$ cat src/rtl/poly_voice_engine_pkg.sv
// Shared definitions for the polyphonic voice engine: waveform codes, FSM states
// and a constant-width helper.
package synth_pkg;

  localparam logic [1:0] WAVE_SAW = 2'b00;
  localparam logic [1:0] WAVE_SQR = 2'b01;
  localparam logic [1:0] WAVE_TRI = 2'b10;
  localparam logic [1:0] WAVE_PUL = 2'b11;

  typedef enum logic [2:0] {
    IDLE,
    SWEEP,
    DONE,
    ALLOC,
    COMMIT
  } state_t;

  function automatic int clog2(input int n);
    int r;
    r = 0;
    while ((1 << r) < n) r++;
    return r;
  endfunction

endpackage

$ cat src/rtl/poly_voice_engine_if.sv
// Note-event handshake, frequency-lookup side channel and mixed-sample output of the engine.
// slave = engine side, master = note source / DAC side.
interface poly_voice_engine_if
  import synth_pkg::*;
#(
  parameter int NUM_VOICES = 16,
  parameter int PHASE_W    = 24,
  parameter int OUT_W      = 16
);
  localparam int MIX_W = OUT_W + clog2(NUM_VOICES);

  logic                    note_valid;
  logic                    note_ready;
  logic                    note_on;
  logic [6:0]              note_num;
  logic [1:0]              ctrl;
  logic [6:0]              lut_note;
  logic [PHASE_W-1:0]      lut_inc;
  logic [NUM_VOICES-1:0]   voice_active;
  logic signed [MIX_W-1:0] mix_out;
  logic                    mix_valid;

  modport slave (
    input  note_valid, note_on, note_num, ctrl, lut_inc,
    output note_ready, lut_note, voice_active, mix_out, mix_valid
  );

  modport master (
    output note_valid, note_on, note_num, ctrl, lut_inc,
    input  note_ready, lut_note, voice_active, mix_out, mix_valid
  );

endinterface

$ cat src/rtl/poly_voice_engine_wave.sv
// Combinational waveform shaper: top OUT_W phase bits plus mode -> signed sample.
// Zero latency; shared by every voice slot of the sweep.
module poly_wave_shaper
  import synth_pkg::*;
#(
  parameter int OUT_W = 16
) (
  input  logic [OUT_W-1:0]        phase,
  input  logic [1:0]              ctrl,
  output logic signed [OUT_W-1:0] sample
);
  localparam logic signed [OUT_W-1:0] S_MAX = {1'b0, {(OUT_W-1){1'b1}}};
  localparam logic signed [OUT_W-1:0] S_MIN = {1'b1, {(OUT_W-1){1'b0}}};

  // Second half of the cycle mirrors the first so the triangle descends.
  logic [OUT_W-2:0] fold;
  assign fold = phase[OUT_W-1] ? ~phase[OUT_W-2:0] : phase[OUT_W-2:0];

  always_comb begin
    sample = '0;
    case (ctrl)
      WAVE_SAW: sample = {~phase[OUT_W-1], phase[OUT_W-2:0]};
      WAVE_SQR: sample = phase[OUT_W-1] ? S_MIN : S_MAX;
      WAVE_TRI: sample = {~fold[OUT_W-2], fold[OUT_W-3:0], 1'b0};
      WAVE_PUL: sample = (phase[OUT_W-1:OUT_W-2] == 2'b00) ? S_MAX : S_MIN;
      default:  sample = '0;
    endcase
  end

endmodule

$ cat src/rtl/poly_voice_engine.sv
// Time-multiplexed polyphonic oscillator with voice allocation; mix_valid N+1 cycles after a sweep
// starts. note_ready only in IDLE with no sample tick pending; ticks during allocation are deferred.
module poly_voice_engine
  import synth_pkg::*;
#(
  parameter int NUM_VOICES = 16,
  parameter int PHASE_W    = 24,
  parameter int OUT_W      = 16,
  parameter int SAMPLE_DIV = 1024,
  parameter int AGE_W      = 8
) (
  input  logic              clk,
  input  logic              reset,
  poly_voice_engine_if.slave bus
);
  localparam int VW    = clog2(NUM_VOICES);
  localparam int MIX_W = OUT_W + VW;
  localparam int CNT_W = clog2(SAMPLE_DIV);
  localparam logic [VW-1:0] V_LAST = VW'(NUM_VOICES - 1);

  state_t                  state;
  logic [CNT_W-1:0]        cnt;
  logic                    tick_pending;
  logic [VW-1:0]           v;
  logic signed [MIX_W-1:0] acc;
  logic [NUM_VOICES-1:0]   active;
  logic [PHASE_W-1:0]      phase_r [NUM_VOICES];
  logic [6:0]              note_r  [NUM_VOICES];
  logic [AGE_W-1:0]        age_r   [NUM_VOICES];

  logic                    ev_on;
  logic [6:0]              ev_note;
  logic                    match_vld, free_vld, old_vld;
  logic [VW-1:0]           match_idx, free_idx, old_idx;
  logic [AGE_W-1:0]        old_age;

  logic signed [MIX_W-1:0] mix_out_r;
  logic                    mix_valid_r;

  logic                    wrap;
  logic signed [OUT_W-1:0] sample;
  logic signed [MIX_W-1:0] acc_next;
  logic [VW-1:0]           target;

  poly_wave_shaper #(.OUT_W(OUT_W)) u_shaper (
    .phase  (phase_r[v][PHASE_W-1 -: OUT_W]),
    .ctrl   (bus.ctrl),
    .sample (sample)
  );

  assign wrap     = (cnt == CNT_W'(SAMPLE_DIV - 1));
  assign acc_next = acc + (active[v] ? {{VW{sample[OUT_W-1]}}, sample} : '0);
  // Retrigger beats a free slot, a free slot beats stealing the oldest voice.
  assign target   = match_vld ? match_idx : (free_vld ? free_idx : old_idx);

  assign bus.note_ready   = reset && (state == IDLE) && !tick_pending;
  assign bus.lut_note     = note_r[v];
  assign bus.voice_active = active;
  assign bus.mix_out      = mix_out_r;
  assign bus.mix_valid    = mix_valid_r;

  always_ff @(posedge clk or negedge reset) begin
    if (!reset) begin
      state        <= IDLE;
      cnt          <= '0;
      tick_pending <= 1'b0;
      v            <= '0;
      acc          <= '0;
      active       <= '0;
      for (int i = 0; i < NUM_VOICES; i++) begin
        phase_r[i] <= '0;
        note_r[i]  <= '0;
        age_r[i]   <= '0;
      end
      ev_on       <= 1'b0;
      ev_note     <= '0;
      match_vld   <= 1'b0;
      free_vld    <= 1'b0;
      old_vld     <= 1'b0;
      match_idx   <= '0;
      free_idx    <= '0;
      old_idx     <= '0;
      old_age     <= '0;
      mix_out_r   <= '0;
      mix_valid_r <= 1'b0;
    end else begin
      cnt         <= wrap ? '0 : cnt + CNT_W'(1);
      mix_valid_r <= 1'b0;
      if (wrap)
        tick_pending <= 1'b1;
      else if (state == IDLE && tick_pending)
        tick_pending <= 1'b0;

      case (state)
        IDLE: begin
          if (tick_pending) begin
            state <= SWEEP;
            acc   <= '0;
            v     <= '0;
          end else if (bus.note_valid) begin
            ev_on     <= bus.note_on;
            ev_note   <= bus.note_num;
            match_vld <= 1'b0;
            free_vld  <= 1'b0;
            old_vld   <= 1'b0;
            v         <= '0;
            state     <= ALLOC;
          end
        end
        SWEEP: begin
          acc <= acc_next;
          if (active[v])
            phase_r[v] <= phase_r[v] + bus.lut_inc;
          if (v == V_LAST) begin
            mix_out_r   <= acc_next;
            mix_valid_r <= 1'b1;
            state       <= DONE;
          end else begin
            v <= v + VW'(1);
          end
        end
        DONE: state <= IDLE;
        ALLOC: begin
          if (active[v] && note_r[v] == ev_note && !match_vld) begin
            match_vld <= 1'b1;
            match_idx <= v;
          end
          if (!active[v] && !free_vld) begin
            free_vld <= 1'b1;
            free_idx <= v;
          end
          // Strictly-greater keeps the lowest index on equal ages.
          if (active[v] && (!old_vld || age_r[v] > old_age)) begin
            old_vld <= 1'b1;
            old_idx <= v;
            old_age <= age_r[v];
          end
          if (v == V_LAST) state <= COMMIT;
          else             v     <= v + VW'(1);
        end
        COMMIT: begin
          if (ev_on) begin
            for (int i = 0; i < NUM_VOICES; i++)
              if (active[i] && VW'(i) != target && age_r[i] != '1)
                age_r[i] <= age_r[i] + AGE_W'(1);
            active[target]  <= 1'b1;
            note_r[target]  <= ev_note;
            phase_r[target] <= '0;
            age_r[target]   <= '0;
          end else if (match_vld) begin
            active[match_idx] <= 1'b0;
          end
          state <= IDLE;
        end
        default: state <= IDLE;
      endcase
    end
  end

endmodule

$ cat src/flat_wrapper.sv
// flat-port wrapper written by rule: the top's interface ports become plain ports
module poly_voice_engine_flat import synth_pkg::*;
#(
  parameter int NUM_VOICES = 16,
  parameter int PHASE_W    = 24,
  parameter int OUT_W      = 16,
  parameter int SAMPLE_DIV = 1024,
  parameter int AGE_W      = 8
)
  (clk, reset, bus_note_valid, bus_note_on, bus_note_num, bus_ctrl, bus_lut_inc, bus_note_ready, bus_lut_note, bus_voice_active, bus_mix_out, bus_mix_valid);
  poly_voice_engine_if #(.NUM_VOICES(NUM_VOICES), .PHASE_W(PHASE_W), .OUT_W(OUT_W)) bus_i ();
  input  logic clk;
  input  logic reset;
  input wire logic [$bits(bus_i.note_valid)-1:0] bus_note_valid;
  input wire logic [$bits(bus_i.note_on)-1:0] bus_note_on;
  input wire logic [$bits(bus_i.note_num)-1:0] bus_note_num;
  input wire logic [$bits(bus_i.ctrl)-1:0] bus_ctrl;
  input wire logic [$bits(bus_i.lut_inc)-1:0] bus_lut_inc;
  output wire logic [$bits(bus_i.note_ready)-1:0] bus_note_ready;
  output wire logic [$bits(bus_i.lut_note)-1:0] bus_lut_note;
  output wire logic [$bits(bus_i.voice_active)-1:0] bus_voice_active;
  output wire logic [$bits(bus_i.mix_out)-1:0] bus_mix_out;
  output wire logic [$bits(bus_i.mix_valid)-1:0] bus_mix_valid;
  assign bus_i.note_valid = bus_note_valid;
  assign bus_i.note_on = bus_note_on;
  assign bus_i.note_num = bus_note_num;
  assign bus_i.ctrl = bus_ctrl;
  assign bus_i.lut_inc = bus_lut_inc;
  assign bus_note_ready = bus_i.note_ready;
  assign bus_lut_note = bus_i.lut_note;
  assign bus_voice_active = bus_i.voice_active;
  assign bus_mix_out = bus_i.mix_out;
  assign bus_mix_valid = bus_i.mix_valid;
  poly_voice_engine #(.NUM_VOICES(NUM_VOICES), .PHASE_W(PHASE_W), .OUT_W(OUT_W), .SAMPLE_DIV(SAMPLE_DIV), .AGE_W(AGE_W)) u_core (.clk(clk), .reset(reset), .bus(bus_i));
endmodule
$ cat config.mk
export PLATFORM = sky130hd
export DESIGN_NAME = poly_voice_engine_flat
export DESIGN_NICKNAME = d
export VERILOG_FILES = /design/src/rtl/poly_voice_engine_pkg.sv /design/src/rtl/poly_voice_engine_if.sv /design/src/rtl/poly_voice_engine_wave.sv /design/src/rtl/poly_voice_engine.sv /design/src/flat_wrapper.sv
export SDC_FILE = /design/constraint.sdc
export NUM_CORES = 2
export LEC_CHECK = 0
export ABC_AREA = 1
export BUFFER_PORTS_ARGS = -buffer_cell sky130_fd_sc_hd__buf_2
export CAP_MARGIN = 20
export CORE_MARGIN = 2
export CORE_UTILIZATION = 48
export CTS_CLUSTER_SIZE = 20
export DETAILED_ROUTE_END_ITERATION = 6
export GPL_TIMING_DRIVEN = 0
export PLACE_DENSITY_LB_ADDON = 0.15
export SYNTH_ARGS = -nofsm -noshare
export SYNTH_HDL_FRONTEND = slang
export SYNTH_HIERARCHICAL = 1
export SYNTH_SLANG_ARGS = --single-unit
$ cat constraint.sdc
create_clock -name clk -period 12.1 [get_ports clk]
set_input_delay 1.815 -clock clk [delete_from_list [all_inputs] [get_ports clk]]
set_output_delay 1.815 -clock clk [all_outputs]
set_load 0.02 [all_outputs]
==> results.md <==
- Status: complete, but fails checks
- Failing checks: design-rule violations
- Total Routing Usage GR: 34.2%
- Critical path arrival: approximately 7.0 ns
- First-pass DRT Iterations: 7
- Vias in the first global route: 35,600
- Largest net degree at the start of global routing: 120
- First-pass GRT wire length: 221,000 µm
- Worst Setup Start Kind: register
- Cts repair resizes: 0
- Fmax: 156 MHz
- Vias: 38,600
- CTS H-Tree Depth: 3
- Sequential fraction of the synthesis area: 45.4%
- Yosys cell types: 52
- Wire per inst: ~22 µm
- P_leak: 21.8 nW
- Fin crit share: 53.1%
- Placed instance area: 0.0422 mm²
- DR iter-0 viols: 5,045
- Total grt overflow: 0
- Top cell by count, worst path: nand3_1
- Largest stage delay on the critical path: 1.04 ns
- DP Wirelength: around 110,000 µm
- Final Instance Area: 0.0450 mm²
- RSZ-0062 raised after global routing: false
- Peak VDD IR: 0.190 mV
- Slowest CP cell: xor2_1
- Gpl congestion: ~0.98
- Power Dens Cells: 297 mW/mm²
- I/O pins: 82
- Synthesis-to-finish area growth: 11.8%
- Setup_tns: 0 ns
- Synthesized area: 0.0402 mm²
- Max-slew headroom: 15.2%
- Power Total: ~13 mW
- Min cycle time layout: between 6 and 7 ns
- Clk sink count: 730
- Asr flop ratio synth: 100%
- Drt drc: 17
- Final ANT Viol Nets: 0
- Warnings, synthesis: 6
- Syn avg cell area: 7.44 µm²
- Initial antenna violation count: 2
- EDFF count, synth: 0
- Number of max-cap violations: 0
- Worst-Margin Slew: 1.27 ns
- Clock-pin slew on the worst setup and hold paths: 0.06 ns
- Die area: 0.0861 mm²
- Die Y: 293 µm
- Syn nets: ~5,500
- Final hold viol count: 0
- Worst-path maximum fanout: 10
- CTS Buf Count: 82
- Setup Viol. Count Final: 0
- Final Util: 54.0%
- Chip Width: 293 µm
- Worst Hold Class: reg -> reg
- Fin Clk Skew: 0.0365 ns
- Final Max Tran Viols: 0
- CTS root buffer: clkbuf_16
- Rows: 106
- Vias/cell: 5.75
- Yosys reg bits: between 700 and 800
- Primary FF master, synth: dfrtp_1
- Core area: 0.0833 mm²
- Required @ worst endpoint: 12.65 ns
- Post-CTS Setup Repair Bufs: 0
- Clock Latency Late Sink: 0.66 ns
- WS Path Type: reg -> reg
- Crit end category: register
- Cells after Synth: between 5,000 and 6,000
- Worst path cell trace: inv_2 > buf_4 > buf_2 > buf_1 > a21oi_1 > o21ai_1 > a21oi_1 > or4_1 > ha_1 > fa_1 > nand3_1 > nand2_1 > nand3_1 > nand3_1 > xor2_1 > buf_2 > nand2_1 > a31oi_1
- Hold-fix buffers, CTS: 0
- CTS tree: yes
- Routed wire length: 149,000 µm
- Clk buf depth: 3
- Share of cells above drive strength 1: between 8 and 9%
- Final nets: approximately 5,700
- Initial Util: between 40% and 50%
- Input/output buffers: 81
==> cells in the final DEF (no fill, tap or decap), types with 40 or more instances in the layout <==
| master | instances |
|---|---|
| nand2_1 | 1463 |
| o21ai_0 | 737 |
| dfrtp_1 | 730 |
| inv_1 | 632 |
| a21oi_1 | 425 |
| nor2_1 | 327 |
| nand3_1 | 259 |
| buf_2 | 174 |
| clkbuf_1 | 115 |
| clkbuf_16 | 83 |
| ha_1 | 72 |
| nor3_1 | 67 |
| a22o_1 | 62 |
| xor2_1 | 52 |
| nand4_1 | 40 |
==> area by class of cell <==
class / instances / area (µm²)
timing repair buffer: 91 / 654
antenna: 1 / 2.50
multi-input combinational: 3735 / 18000
fill: 8009 / 38300
inverter: 660 / 2480
buffer: 279 / 1470
tap: 1080 / 1350
sequential: 730 / 18300
clock inverter: 28 / 393
clock buffer: 113 / 2360
==> synthesized netlist by cell type (16+ instances only) <==
cell	instances	area [µm²]
a31oi_1	19	119
nor3_1	67	335
dfrtp_1	730	18300
inv_2	24	90.1
ha_1	72	901
a21oi_1	425	2130
nand4_1	40	250
buf_6	22	248
buf_1	24	90.1
nand2_1	1463	5490
o21ai_0	737	3690
o21ai_1	32	160
clkbuf_1	102	383
a22o_1	62	543
nor2_2	16	100
buf_2	94	470
or4_1	19	143
or2_2	16	100
buf_4	33	248
inv_1	632	2370
xor2_1	52	455
nor2_1	327	1230
nand3_1	259	1300
==> kinds of logic (layout without fill, tap and decap cells) <==
family	Yosys count	count (layout)	share of synthesized area [%]
and+or+nand+nor	2266	2266	23.4
DFF	730	730	45.4
adders and majority gates	74	74	2.34
buffers and inverters	939	1171	9.82
xor gates and xnor gates	64	64	1.39
other	0	1	0
AOI/OAI and AO/OA	1331	1331	17.6
==> stage by stage <==
step                      cells  hold WS, ns  worst slack, ns
after floorplan            5404        0.436             7.66
final                      6717        0.465             5.67
after detailed placement   6574        0.453             5.81
after global placement     6565        0.447            -7.09
after global routing       6716        0.483             5.26
after CTS                  6715        0.467             5.79
==> layer usage <==
layer  global-route usage [%]  part of all wire [%]  wire [µm]  up-vias
met2                     49.9                    42      62400     2071
met3                     9.57                    13      18700      272
met4                     12.1                   3.5       5270        2
met5                        0                0.0087         13        -
li1                         -                     -          -    17800
met1                     48.5                    42      62600    18500
==> final timing paths <==
path / startpoint / endpoint / slack (ns) / cells after the start
max: u_core/v[1] / u_core/phase_r[12] / 5.67 / 18
min: u_core/phase_r[2] / u_core/phase_r[2] / 0.47 / 2
max reg2reg: u_core/v[1] / u_core/phase_r[12] / 5.67 / 18
min reg2reg: u_core/phase_r[2] / u_core/phase_r[2] / 0.47 / 2
max in group asynchronous: reset / u_core/phase_r[339] / 8.81 / 5
min in group asynchronous: reset / u_core/ev_note[5] / 1.08 / 1
==> worst max-delay path: cells and delay by family, from the launching register on <==
kind	cells	cell delay [ns]
AOI/OAI and AO/OA	4	0.47
adders and majority gates	2	0.79
DFF	1	0.44
xor gates and xnor gates	1	1.04
buffers and inverters	5	2.32
and+or+nand+nor	6	1.22
==> flip-flops by register name (all words and copies together), names as in the netlist <==
signal,flops
u_core/bus.mix_valid,1
u_core/free_vld,1
u_core/note_r,112
u_core/old_idx,4
u_core/bus.mix_out,20
u_core/state,3
u_core/cnt,10
u_core/ev_note,7
u_core/ev_on,1
u_core/v,4
u_core/old_vld,1
u_core/match_idx,4
u_core/bus.voice_active,16
u_core/free_idx,4
u_core/match_vld,1
u_core/tick_pending,1
u_core/age_r,128
u_core/old_age,8
u_core/acc,20
u_core/phase_r,384
==> power breakdown <==
part / internal [mW] / switching [mW] / leakage (nW)
logic: 1.87 / 5.42 / 11.7
registers: 3.09 / 0.377 / 8.69
clock network: 1.53 / 1.07 / 1.37
total: 6.49 / 6.86 / 21.8
No activity file was read; power rests on OpenSTA's default activity.
